`config.mk`:
```
export PLATFORM = sky130hd
export DESIGN_NAME = movx_ctrl_fsm_flat
export DESIGN_NICKNAME = d
export VERILOG_FILES = /design/src/rtl/movx_ctrl_if.sv /design/src/rtl/movx_ctrl_fsm.sv /design/src/flat_wrapper.sv
export SDC_FILE = /design/constraint.sdc
export NUM_CORES = 1
export LEC_CHECK = 0
export CORE_MARGIN = 2
export CORE_UTILIZATION = 41
export CTS_CLUSTER_DIAMETER = 80
export DETAILED_ROUTE_END_ITERATION = 8
export GPL_ROUTABILITY_DRIVEN = 1
export GPL_TIMING_DRIVEN = 0
export PLACE_DENSITY = 0.79
export SKIP_LAST_GASP = 1
export SYNTH_ARGS = -nofsm -noshare
export SYNTH_HDL_FRONTEND = slang
export SYNTH_SLANG_ARGS = --single-unit
```
`constraint.sdc`:
```
create_clock -name clk -period 2.3 [get_ports clk]
set_clock_uncertainty 0.1 [all_clocks]
set_input_delay 0.46 -clock clk [delete_from_list [all_inputs] [get_ports clk]]
set_output_delay 0.46 -clock clk [all_outputs]
set_load 0.005 [all_outputs]
```
`src/rtl/movx_ctrl_if.sv`:
```
// Handshake and bus/register-enable bundle between the instruction front end
// and the MOV-family controller.
interface movx_ctrl_if #(
    parameter int DATA_W   = 16,
    parameter int NUM_REGS = 5
);
    logic                start;
    logic [15:0]         instr;
    logic                pc_inc;
    logic                imm_out_en;
    logic [DATA_W-1:0]   imm_value;
    logic [NUM_REGS-1:0] reg_out;
    logic [NUM_REGS-1:0] reg_in;
    logic                busy;
    logic                done;
    logic                err;

    // The front end issues instructions; the controller answers with strobes.
    modport master (
        output start, instr,
        input  pc_inc, imm_out_en, imm_value, reg_out, reg_in, busy, done, err
    );

    modport slave (
        input  start, instr,
        output pc_inc, imm_out_en, imm_value, reg_out, reg_in, busy, done, err
    );
endinterface

```
`src/rtl/movx_ctrl_fsm.sv`:
```
// Control FSM for MOV / MOVI / MOVIS: sequences PC increment, bus source enable
// and one-hot destination load for N registers, with start/done handshake.
module movx_ctrl_fsm #(
    parameter int         DATA_W    = 16,
    parameter int         NUM_REGS  = 5,
    parameter logic [3:0] OPC_MOV   = 4'h6,
    parameter logic [3:0] OPC_MOVI  = 4'h7,
    parameter logic [3:0] OPC_MOVIS = 4'h8
) (
    input  logic       clk,
    input  logic       rst,
    movx_ctrl_if.slave ctrl
);

    typedef enum logic [2:0] {
        S_IDLE  = 3'd0,
        S_INC   = 3'd1,
        S_DRIVE = 3'd2,
        S_WRITE = 3'd3,
        S_DONE  = 3'd4,
        S_ERR   = 3'd5
    } state_t;

    localparam logic [6:0] NUM_REGS_W = 7'(NUM_REGS);

    state_t              r_state;
    state_t              w_nextState;
    logic [15:0]         r_instr;

    logic [3:0]          w_reqOpc;
    logic                w_accept;
    logic [3:0]          w_opc;
    logic [5:0]          w_dst;
    logic [5:0]          w_src;
    logic [5:0]          w_imm6;
    logic                w_isMov;
    logic                w_isMovis;
    logic                w_illegal;
    logic [NUM_REGS-1:0] w_dstOneHot;
    logic [NUM_REGS-1:0] w_srcOneHot;
    logic [DATA_W-1:0]   w_immZext;
    logic [DATA_W-1:0]   w_immSext;

    logic                w_pcInc;
    logic                w_immOutEn;
    logic [DATA_W-1:0]   w_immValue;
    logic [NUM_REGS-1:0] w_regOut;
    logic [NUM_REGS-1:0] w_regIn;
    logic                w_busy;
    logic                w_done;
    logic                w_err;

    assign w_reqOpc = ctrl.instr[15:12];
    assign w_accept = ctrl.start &&
                      ((w_reqOpc == OPC_MOV) || (w_reqOpc == OPC_MOVI) || (w_reqOpc == OPC_MOVIS));

    // Everything past IDLE works only from the latched copy of the instruction.
    assign w_opc     = r_instr[15:12];
    assign w_dst     = r_instr[11:6];
    assign w_src     = r_instr[5:0];
    assign w_imm6    = r_instr[5:0];
    assign w_isMov   = (w_opc == OPC_MOV);
    assign w_isMovis = (w_opc == OPC_MOVIS);
    assign w_illegal = ({1'b0, w_dst} >= NUM_REGS_W) ||
                       (w_isMov && ({1'b0, w_src} >= NUM_REGS_W));

    always_comb begin
        w_dstOneHot = '0;
        w_srcOneHot = '0;
        for (int i = 0; i < NUM_REGS; i++) begin
            w_dstOneHot[i] = (w_dst == 6'(i));
            w_srcOneHot[i] = (w_src == 6'(i));
        end
    end

    // A 6-bit data path has no upper bits to extend into.
    generate
        if (DATA_W > 6) begin : g_ext
            assign w_immZext = {{(DATA_W-6){1'b0}}, w_imm6};
            assign w_immSext = {{(DATA_W-6){w_imm6[5]}}, w_imm6};
        end else begin : g_noext
            assign w_immZext = w_imm6;
            assign w_immSext = w_imm6;
        end
    endgenerate

    always_ff @(posedge clk or posedge rst) begin
        if (rst) begin
            r_state <= S_IDLE;
        end else begin
            r_state <= w_nextState;
        end
    end

    always_ff @(posedge clk or posedge rst) begin
        if (rst) begin
            r_instr <= '0;
        end else if ((r_state == S_IDLE) && w_accept) begin
            r_instr <= ctrl.instr;
        end
    end

    always_comb begin
        w_nextState = S_IDLE;
        case (r_state)
            S_IDLE:  w_nextState = w_accept ? S_INC : S_IDLE;
            S_INC:   w_nextState = w_illegal ? S_ERR : S_DRIVE;
            S_DRIVE: w_nextState = S_WRITE;
            S_WRITE: w_nextState = S_DONE;
            S_DONE:  w_nextState = S_IDLE;
            S_ERR:   w_nextState = S_IDLE;
            default: w_nextState = S_IDLE;
        endcase
    end

    // Source enable is held through WRITE so the bus is stable while the load fires.
    always_comb begin
        w_pcInc    = 1'b0;
        w_immOutEn = 1'b0;
        w_immValue = '0;
        w_regOut   = '0;
        w_regIn    = '0;
        w_done     = 1'b0;
        w_err      = 1'b0;
        case (r_state)
            S_INC: begin
                w_pcInc = 1'b1;
            end
            S_DRIVE, S_WRITE: begin
                if (w_isMov) begin
                    w_regOut = w_srcOneHot;
                end else begin
                    w_immOutEn = 1'b1;
                    w_immValue = w_isMovis ? w_immSext : w_immZext;
                end
                if (r_state == S_WRITE) begin
                    w_regIn = w_dstOneHot;
                end
            end
            S_DONE: begin
                w_done = 1'b1;
            end
            S_ERR: begin
                w_done = 1'b1;
                w_err  = 1'b1;
            end
            default: begin
                w_pcInc = 1'b0;
            end
        endcase
    end

    assign w_busy = (r_state != S_IDLE);

    assign ctrl.pc_inc     = w_pcInc;
    assign ctrl.imm_out_en = w_immOutEn;
    assign ctrl.imm_value  = w_immValue;
    assign ctrl.reg_out    = w_regOut;
    assign ctrl.reg_in     = w_regIn;
    assign ctrl.busy       = w_busy;
    assign ctrl.done       = w_done;
    assign ctrl.err        = w_err;

endmodule
```
`src/flat_wrapper.sv`:
```
// flat-port wrapper written by rule: the top's interface ports become plain ports
module movx_ctrl_fsm_flat 
#(
    parameter int         DATA_W    = 16,
    parameter int         NUM_REGS  = 5,
    parameter logic [3:0] OPC_MOV   = 4'h6,
    parameter logic [3:0] OPC_MOVI  = 4'h7,
    parameter logic [3:0] OPC_MOVIS = 4'h8
)
  (clk, rst, ctrl_start, ctrl_instr, ctrl_pc_inc, ctrl_imm_out_en, ctrl_imm_value, ctrl_reg_out, ctrl_reg_in, ctrl_busy, ctrl_done, ctrl_err);
  movx_ctrl_if #(.DATA_W(DATA_W), .NUM_REGS(NUM_REGS)) ctrl_i ();
  input  logic clk;
  input  logic rst;
  input wire logic [$bits(ctrl_i.start)-1:0] ctrl_start;
  input wire logic [$bits(ctrl_i.instr)-1:0] ctrl_instr;
  output wire logic [$bits(ctrl_i.pc_inc)-1:0] ctrl_pc_inc;
  output wire logic [$bits(ctrl_i.imm_out_en)-1:0] ctrl_imm_out_en;
  output wire logic [$bits(ctrl_i.imm_value)-1:0] ctrl_imm_value;
  output wire logic [$bits(ctrl_i.reg_out)-1:0] ctrl_reg_out;
  output wire logic [$bits(ctrl_i.reg_in)-1:0] ctrl_reg_in;
  output wire logic [$bits(ctrl_i.busy)-1:0] ctrl_busy;
  output wire logic [$bits(ctrl_i.done)-1:0] ctrl_done;
  output wire logic [$bits(ctrl_i.err)-1:0] ctrl_err;
  assign ctrl_i.start = ctrl_start;
  assign ctrl_i.instr = ctrl_instr;
  assign ctrl_pc_inc = ctrl_i.pc_inc;
  assign ctrl_imm_out_en = ctrl_i.imm_out_en;
  assign ctrl_imm_value = ctrl_i.imm_value;
  assign ctrl_reg_out = ctrl_i.reg_out;
  assign ctrl_reg_in = ctrl_i.reg_in;
  assign ctrl_busy = ctrl_i.busy;
  assign ctrl_done = ctrl_i.done;
  assign ctrl_err = ctrl_i.err;
  movx_ctrl_fsm #(.DATA_W(DATA_W), .NUM_REGS(NUM_REGS), .OPC_MOV(OPC_MOV), .OPC_MOVI(OPC_MOVI), .OPC_MOVIS(OPC_MOVIS)) u_core (.clk(clk), .rst(rst), .ctrl(ctrl_i));
endmodule
```
* After elaboration in Yosys (flattened, before gate mapping)
Cells that the tools add are included.
** Cells by class
- Equality and inequality tests :: 18
- Reduce and logical (&&, ||, !) cells :: 12
- Mux-type cells :: 15
- Order comparisons :: 2
** Operator list (number)
- $mux 16 :: 3
- $eq 6x2->1 const B :: 4
- $mux 5 :: 4
- $eq 4x3->1 const B :: 3
- $eq 6x1->1 const B :: 2
- $eq 6x3->1 const B :: 2
- $ge 6x3->1 const B :: 2
- $logic_not 6->1 :: 2
- $pmux 3 s4 :: 1
- $eq 4x4->1 const B :: 2
- $eq 3x2->1 const B :: 2
- $eq 3x3->1 const B :: 2
- $mux 1 :: 6
- $reduce_or 2->1 :: 2
- $eq 3x1->1 const B :: 1
- $logic_and 1x1->1 :: 3
- $logic_not 3->1 :: 1
- $logic_or 1x1->1 :: 3
- $mux 3 :: 1
- $reduce_bool 3->1 :: 1
** Word-level totals
- Logic and storage cells :: 49
- Output and inout port bits :: 31
- Input bits :: 19
- Bits in registers :: 19

* Depth between registers and ports, before layout
Gate-level depths: netlist of run 1.
- Word-level depth :: 6
- Depth in mapped cells :: 6
- Depth with buffers taken out :: 4

* Least setup slack after synthesis of run 1
Ideal clock, no wire load.
- Kind :: reg2out
- Start :: reg u_core.r_state[2]
- End :: out ctrl_imm_value[10]
- Path buffers :: 1
- Required time :: 1740 ps
- Cell stages (with the launch flop) :: 4
- Arrival time :: 1732 ps
- Slack :: 8 ps
- Path through :: dfrtp_1 > nand2b_1 > nor4_1 > buf_4
** On the way
- Longest elaborated chain between the ends :: 3
- Elaborated cells between the ends (all ways) :: 4
- Those cells by class :: 2 x eq/ne; 1 x mux; 1 x reduce/logical
** Ends and longest elaborated chain
- start, declared :: RTL line movx_ctrl_fsm.sv:26 : state_t r_state;
- start signal, assigned :: RTL line movx_ctrl_fsm.sv:91 : r_state <= w_nextState;
- $eq 3x2->1 :: RTL line movx_ctrl_fsm.sv:125 : case (r_state)
- $reduce_or 2->1 * :: RTL line movx_ctrl_fsm.sv:125
- $mux 16 * :: RTL line movx_ctrl_fsm.sv:125
- end, declared :: RTL line flat_wrapper.sv:18 : output wire logic [$bits(ctrl_i.imm_value)-1:0] ctrl_imm_value;
Every way passes the cells marked *; elsewhere a longest branch is shown, timed or not.

* Worst setup path in the final report of run 1
- Start :: reg u_core.r_instr[13]
- End :: out ctrl_imm_value[15]
** On the way
- Longest elaborated chain between the ends :: 4
- Elaborated cells between the ends (all ways) :: 5
- Those cells by class :: 2 x eq/ne; 3 x mux
** Ends and longest elaborated chain
- start, declared :: RTL line movx_ctrl_fsm.sv:28 : logic [15:0] r_instr;
- start signal, assigned :: RTL line movx_ctrl_fsm.sv:99 : r_instr <= ctrl.instr;
- $eq 4x4->1 :: RTL line movx_ctrl_fsm.sv:63 : assign w_isMovis = (w_opc == OPC_MOVIS);
- $mux 16 :: RTL line movx_ctrl_fsm.sv:134 : w_immValue = w_isMovis ? w_immSext : w_immZext;
- $mux 16 * :: RTL line movx_ctrl_fsm.sv:130 : if (w_isMov) begin
- $mux 16 * :: RTL line movx_ctrl_fsm.sv:125
Marks and branches as above.

==> results.cfg, run 1 <==
[power_and_ir_drop]
p_seq_frac = 0.391
power_leakage_uw = 0.000962
p_sw_frac = 0.354
p_sw_uw = 609
power.share.clock = 0.096
fin_total_pwr_uw = 1720
ir_drop_mv = 0.630
internal-power_uw = 1110
pwr-share-comb = 0.513
p_per_area_mw_per_mm2 = 923

[sta]
tightest_slew_ns = 0.711
period_share = 1.06
final.setup.tns_ns = -1.62
slew_violations = 0
period_needed_ns = 2.45
relSlewSlack = 0.525
rsz0062_at_grt = yes
setup_ws_ns = -0.147
finalHoldViolCount = 0
max_freq_mhz = 409
setup_viol = 13

[worst_setup_path]
worstReg2RegEnd = u_core.r_instr[9]$_DFFE_PP0P_
r2r-start = u_core.r_state[0]$_DFF_PP0_
cpPeakStageDelay_ns = 0.49
end_kind = primary output
cp_data_arrival_time_ns = 1.89
critical_path_class = reg2out
reg2reg_slack_ns = 0.54
crit_slowest_cell = clkdlybuf4s50_1
worstSetupStartpointType = register
crit_buf_inv = 3
cp.required_ns = 1.74
reg2regPathDepth = 5
cpLargestDelayFamily = buffers and inverters
crit_path_cell_trace = nand3b_1, nor4_4, buf_6, buf_4, clkdlybuf4s50_1
crit_fanout = 10

[clock_tree]
htreeDepth = 1
clock-root-buffer = clkbuf_4
holdBufCountCts = 0
cts.sinks = 19
clk_path_buf_depth = 2
worstSkewPairLatency_ns = 0.29
cts_tree = built
cts.clk_slew.worst_paths_ns = 0.10
cts_made_buffers = 3

[synth]
ys_async_sr_fraction = 1.00
synth_top_area_cell = dfrtp_1
ys_seq_area_frac = 0.426
synth_cells = 100
syn_nets = 119
yosys_warnings = 0
post-synth-top-count-cell = dfrtp_1
avgSynthCellArea_um2 = 11.2
yosys-top-cells-area = dfrtp_1, mux2_4, mux2_2
synth-edff-count = 0
yosysTopAreaCellShare = 0.426
yosysUniqueCellTypes = 29
synth_common_cells = dfrtp_1, buf_4, mux2_2, nor3_1, mux2_4
synth_area_mm2 = 0.00112
synthFlopType = dfrtp_1
synth_seq_cells = 19

[place]
gp_congestion = 0.730
portBuffers = 49
dp_hpwl_um = 1860
place_ws_ns = -0.726

[flow_run]
cap_violations = 0

[status]
status = finished with violations
violations = negative setup slack

[layout]
seq_area_um2 = 477
diodes = 0
multi_input_area_um2 = 617
fin_nets = 187
area_growth_syn_to_layout_pct = 66.9
fillCellCount = 187
drive_gt1_frac = 0.383

[worst_hold_path]
min_path_cells = 1
hold_end = u_core.r_instr[13]$_DFFE_PP0P_
min_path_type = reg2reg
min_from = u_core.r_instr[13]$_DFFE_PP0P_

[global_routing]
grt_overflow = 0
antenna_found_initial = 0
track_usage = 0.165
grt_pass1_wl_um = 4240
grt_pass1_vias = 964
grt_max_degree = 20

[floorplan]
die_area_mm2 = 0.00316
die_w_um = 56.2
ios = 50
start_util = 0.443
fp-row-count = 18
die_h_um = 56.2
core_mm2 = 0.00252

[routing]
vias = 971
drt_iter0_drc = 11
wl_um = 2660
drtAntennaViolNets = 0
post-route-drc-count = 0
first_pass_iters = 4
routed_via_density = 4.93
post_drt_wl_per_cell_um = 13.5
==> cells by family after synthesis <==
logic type,count (synthesis),synth area share
mux,15,0.175
compound gates,8,0.0593
flops,19,0.426
simple gates,41,0.235
buf+inv,16,0.0974
xor+xnor,1,0.00784
==> worst reg2reg max path: stages, from the launching register on <==
cell and delay [ns]:
dfrtp_2 0.46, buf_4 0.15, nor3_4 0.23, o211ai_4 0.19, buf_6 0.20, mux2_4 0.30
==> stage by stage <==
stage	std cells	util	hold slack, ns	cell area (um^2)
3_3_place_gp	179	0.652	0.379	1650
2_1_floorplan	100	-	0.311	1120
4_1_cts	193	0.708	0.449	1790
6_report	197	0.739	0.438	1860
5_1_grt	197	0.739	0.465	1860
3_5_place_dp	179	0.652	0.405	1650
==> flip-flops by register name (all words and copies together), names as in the netlist <==
signal and count:
u_core.r_state 3, u_core.r_instr 16
==> power groups by stage <==
stage / sequential, uW / combinational [uW] / clock [uW]
after global placement: 656 / 666 / 0
after detailed placement: 669 / 688 / 0
after CTS: 663 / 804 / 170
after global routing: 699 / 948 / 188
after floorplan: 622 / 457 / 0
final: 672 / 883 / 165
==> layer usage <==
metal,track usage,up-vias,routed length [um]
li1,-,475,-
met1,0.188,452,1070
met2,0.318,44,1400
met3,0.0326,0,194
met4,0.0306,0,0
met5,0,-,0
==> worst max path at each step <==
stage / from / depth (start not counted) / to / slack, ns
floorplan: u_core.r_state[2]$_DFF_PP0_ / 3 / ctrl_imm_value[10] / 0.008
global placement: u_core.r_state[2]$_DFF_PP0_ / 4 / ctrl_imm_value[11] / -0.59
detailed placement: u_core.r_state[2]$_DFF_PP0_ / 4 / ctrl_imm_value[15] / -0.73
CTS: u_core.r_instr[13]$_DFFE_PP0P_ / 5 / ctrl_imm_value[11] / -0.15
global route: u_core.r_instr[12]$_DFFE_PP0P_ / 7 / ctrl_reg_out[1] / -0.27
finish: u_core.r_instr[13]$_DFFE_PP0P_ / 5 / ctrl_imm_value[15] / -0.15
==> what timing repair did <==
item,CTS,global route
endpoints found under the setup margin,27,27
endpoints found under the hold margin,0,0
pin swaps,5,3
gates resized for setup,19,23
buffers inserted,10,4
==> placed cells by master, fill, tap and decap left out, drive strengths merged, types with 2 or more instances in the layout <==
| cell | count |
|---|---|
| clkdlybuf4s50 | 34 |
| buf | 26 |
| dfrtp | 19 |
| mux2 | 15 |
| nor3 | 9 |
| dlymetal6s2s | 6 |
| and2 | 6 |
| inv | 5 |
| dlygate4sd2 | 5 |
| nor2 | 5 |
| clkbuf | 5 |
| nor3b | 4 |
| o21ai | 3 |
| nor2b | 3 |
| nand2b | 2 |
| nand3b | 2 |
| nand2 | 2 |
| and3 | 2 |
==> final cells by class <==
class | instances | share of cell area
Clock inverter | 1 | 0.00268
Sequential cell | 19 | 0.256
Timing Repair Buffer | 63 | 0.320
Tap cell | 30 | 0.0201
Clock buffer | 3 | 0.0121
Multi-Input combinational cell | 65 | 0.331
Inverter | 5 | 0.0101
Buffer | 11 | 0.0483
No activity file was read; power rests on OpenSTA's default activity.
==> run 2, diff against run 1 <==
Settings changed: PLACE_DENSITY 0.79 to 0.91, SKIP_CTS_REPAIR_TIMING set to 1.
==> run 2 against run 1 <==
Compared with the run above:
- the run still ends with negative setup slack left
- worst hold slack got worse by 0.0072 ns
- global-route usage is 0.13 points higher
- maximum frequency shrank 4.9%
- flip-flop and latch count unchanged
- die area unchanged
- sequential power up 4.5%
- cell area grew 2.8%
- power grew 3.4%
- final cell count down 0.51%
- via count grew 3.0%
- clock power increased by 10%
- setup slack got worse by 0.13 ns
- critical endpoint is now ctrl_imm_value[14]
- largest power group unchanged
==> results.cfg, run 2 (synthesized netlist as in run 1, its figures left out) <==
[worst_setup_path]
cp.required_ns = 1.74
critical_path_class = reg2out
crit_fanout = 5
end_kind = primary output
cp_data_arrival_time_ns = 2.01
worstSetupStartpointType = register
reg2regPathDepth = 5

[layout]
top_register = u_core.r_instr
final_cells = 196
largest_reg_flops = 16
layout_commonest_cell = clkdlybuf4s50_1
fin_nets = 186
fillCellCount = 175
final_cell_mix = clkdlybuf4s50_1, buf_4, dlymetal6s2s_1
largestRegisters = u_core.r_instr: 16 flops, u_core.r_state: 3 flops
drive_gt1_frac = 0.373
area_growth_syn_to_layout_pct = 71.4
diodes = 0

[sta]
period_needed_ns = 2.57
slew_violations = 0
finalHoldViolCount = 0
setup_viol = 7
final.setup.tns_ns = -1.71
tightest_slew_ns = 0.738
max_freq_mhz = 389
rsz0062_at_grt = yes
relSlewSlack = 0.508
setup_ws_ns = -0.272
period_share = 1.12

[status]
violations = negative setup slack
status = finished with violations

[place]
dp_cells = 179
portBuffers = 49
dp_hpwl_um = 1940
gp_congestion = 0.776

[floorplan]
fp-row-count = 18
ios = 50
die_area_mm2 = 0.00316
start_util = 0.443
die_w_um = 56.2
die_h_um = 56.2
core_mm2 = 0.00252

[routing]
post-route-drc-count = 0
drt_iter0_drc = 9
wl_um = 3040
drtAntennaViolNets = 0
post_drt_wl_per_cell_um = 15.5
routed_via_density = 5.10
vias = 1000
first_pass_iters = 4

[power_and_ir_drop]
power_leakage_uw = 0.00116
ir_drop_mv = 0.714
p_per_area_mw_per_mm2 = 929

[global_routing]
grt_overflow = 0
grt_max_degree = 20
track_usage = 0.167
antenna_found_initial = 0
grt_pass1_wl_um = 4060
grt_pass1_vias = 901

[clock_tree]
worstSkewPairLatency_ns = 0.32
htreeDepth = 1
clock-root-buffer = clkbuf_4
cts.sinks = 19
cts_tree = built
cts_made_buffers = 3
cts.clk_slew.worst_paths_ns = 0.11
clk_path_buf_depth = 2

[worst_hold_path]
min_path_type = reg2reg
min_path_cells = 1

[flow_run]
cap_violations = 0
run 2: changes by cell type in the layout (fill, tap and decap cells not counted), moves of 2 or more:
cell             before  now
clkbuf_2              2    0
clkdlybuf4s50_1      34   29
dlygate4sd2_1         5    0
dlymetal6s2s_1        6   19
nor3_1                5    3
nor3_2                3    5
run 2: cell type report:
class                      instances  area (um^2)  area share
clock buffer                       4         26.3      0.0137
multi-input combinational         65          631       0.329
buffer                            11         90.1      0.0470
sequential                        19          478       0.250
timing repair buffer              62          634       0.331
tap                               30         37.5      0.0196
inverter                           5         18.8     0.00980
run 2: per-layer routing:
metal,vias to the layer above,part of all wire,global-route usage
li1,477,-,-
met1,474,0.34,0.168
met2,42,0.56,0.296
met3,7,0.073,0.0605
met4,0,0.021,0.0884
met5,-,0,0
run 2: worst paths after layout:
path | start | to | slack (ns)
worst max-delay path | u_core.r_instr[13]$_DFFE_PP0P_ | ctrl_imm_value[14] | -0.27
min in group asynchronous | rst | u_core.r_instr[10]$_DFFE_PP0P_ | 0.45
max in group asynchronous | rst | u_core.r_state[2]$_DFF_PP0_ | 1.14
worst min register to register | u_core.r_state[2]$_DFF_PP0_ | u_core.r_state[0]$_DFF_PP0_ | 0.43
worst max register to register | u_core.r_state[2]$_DFF_PP0_ | u_core.r_instr[9]$_DFFE_PP0P_ | 0.61
worst min-delay path | u_core.r_state[2]$_DFF_PP0_ | u_core.r_state[0]$_DFF_PP0_ | 0.43
run 2: worst max-delay path: stages (launching register included):
cell and delay (ns):
dfrtp_1 0.42, nand3b_1 0.22, nor4_4 0.27, buf_6 0.16, buf_4 0.10, clkdlybuf4s50_1 0.52
run 2: metrics by stage:
| step | cell area, um^2 | worst slack (ns) | power (uW) | utilization | hold WS [ns] |
|---|---|---|---|---|---|
| 2_1_floorplan | 1120 | 0.00773 | 1080 | - | 0.311 |
| 3_3_place_gp | 1650 | -0.582 | 1320 | 0.652 | 0.385 |
| 3_5_place_dp | 1650 | -0.761 | 1350 | 0.652 | 0.411 |
| 4_1_cts | 1670 | -1.15 | 1530 | 0.663 | 0.435 |
| 5_1_grt | 1920 | -0.364 | 1890 | 0.759 | 0.443 |
| 6_report | 1920 | -0.272 | 1780 | 0.759 | 0.431 |
run 2: where the power goes:
part / switching [uW] / internal, uW / leakage, uW
logic: 334 / 562 / 0.000919
registers: 201 / 501 / 0.000230
clock network: 114 / 68.0 / 0.0000150
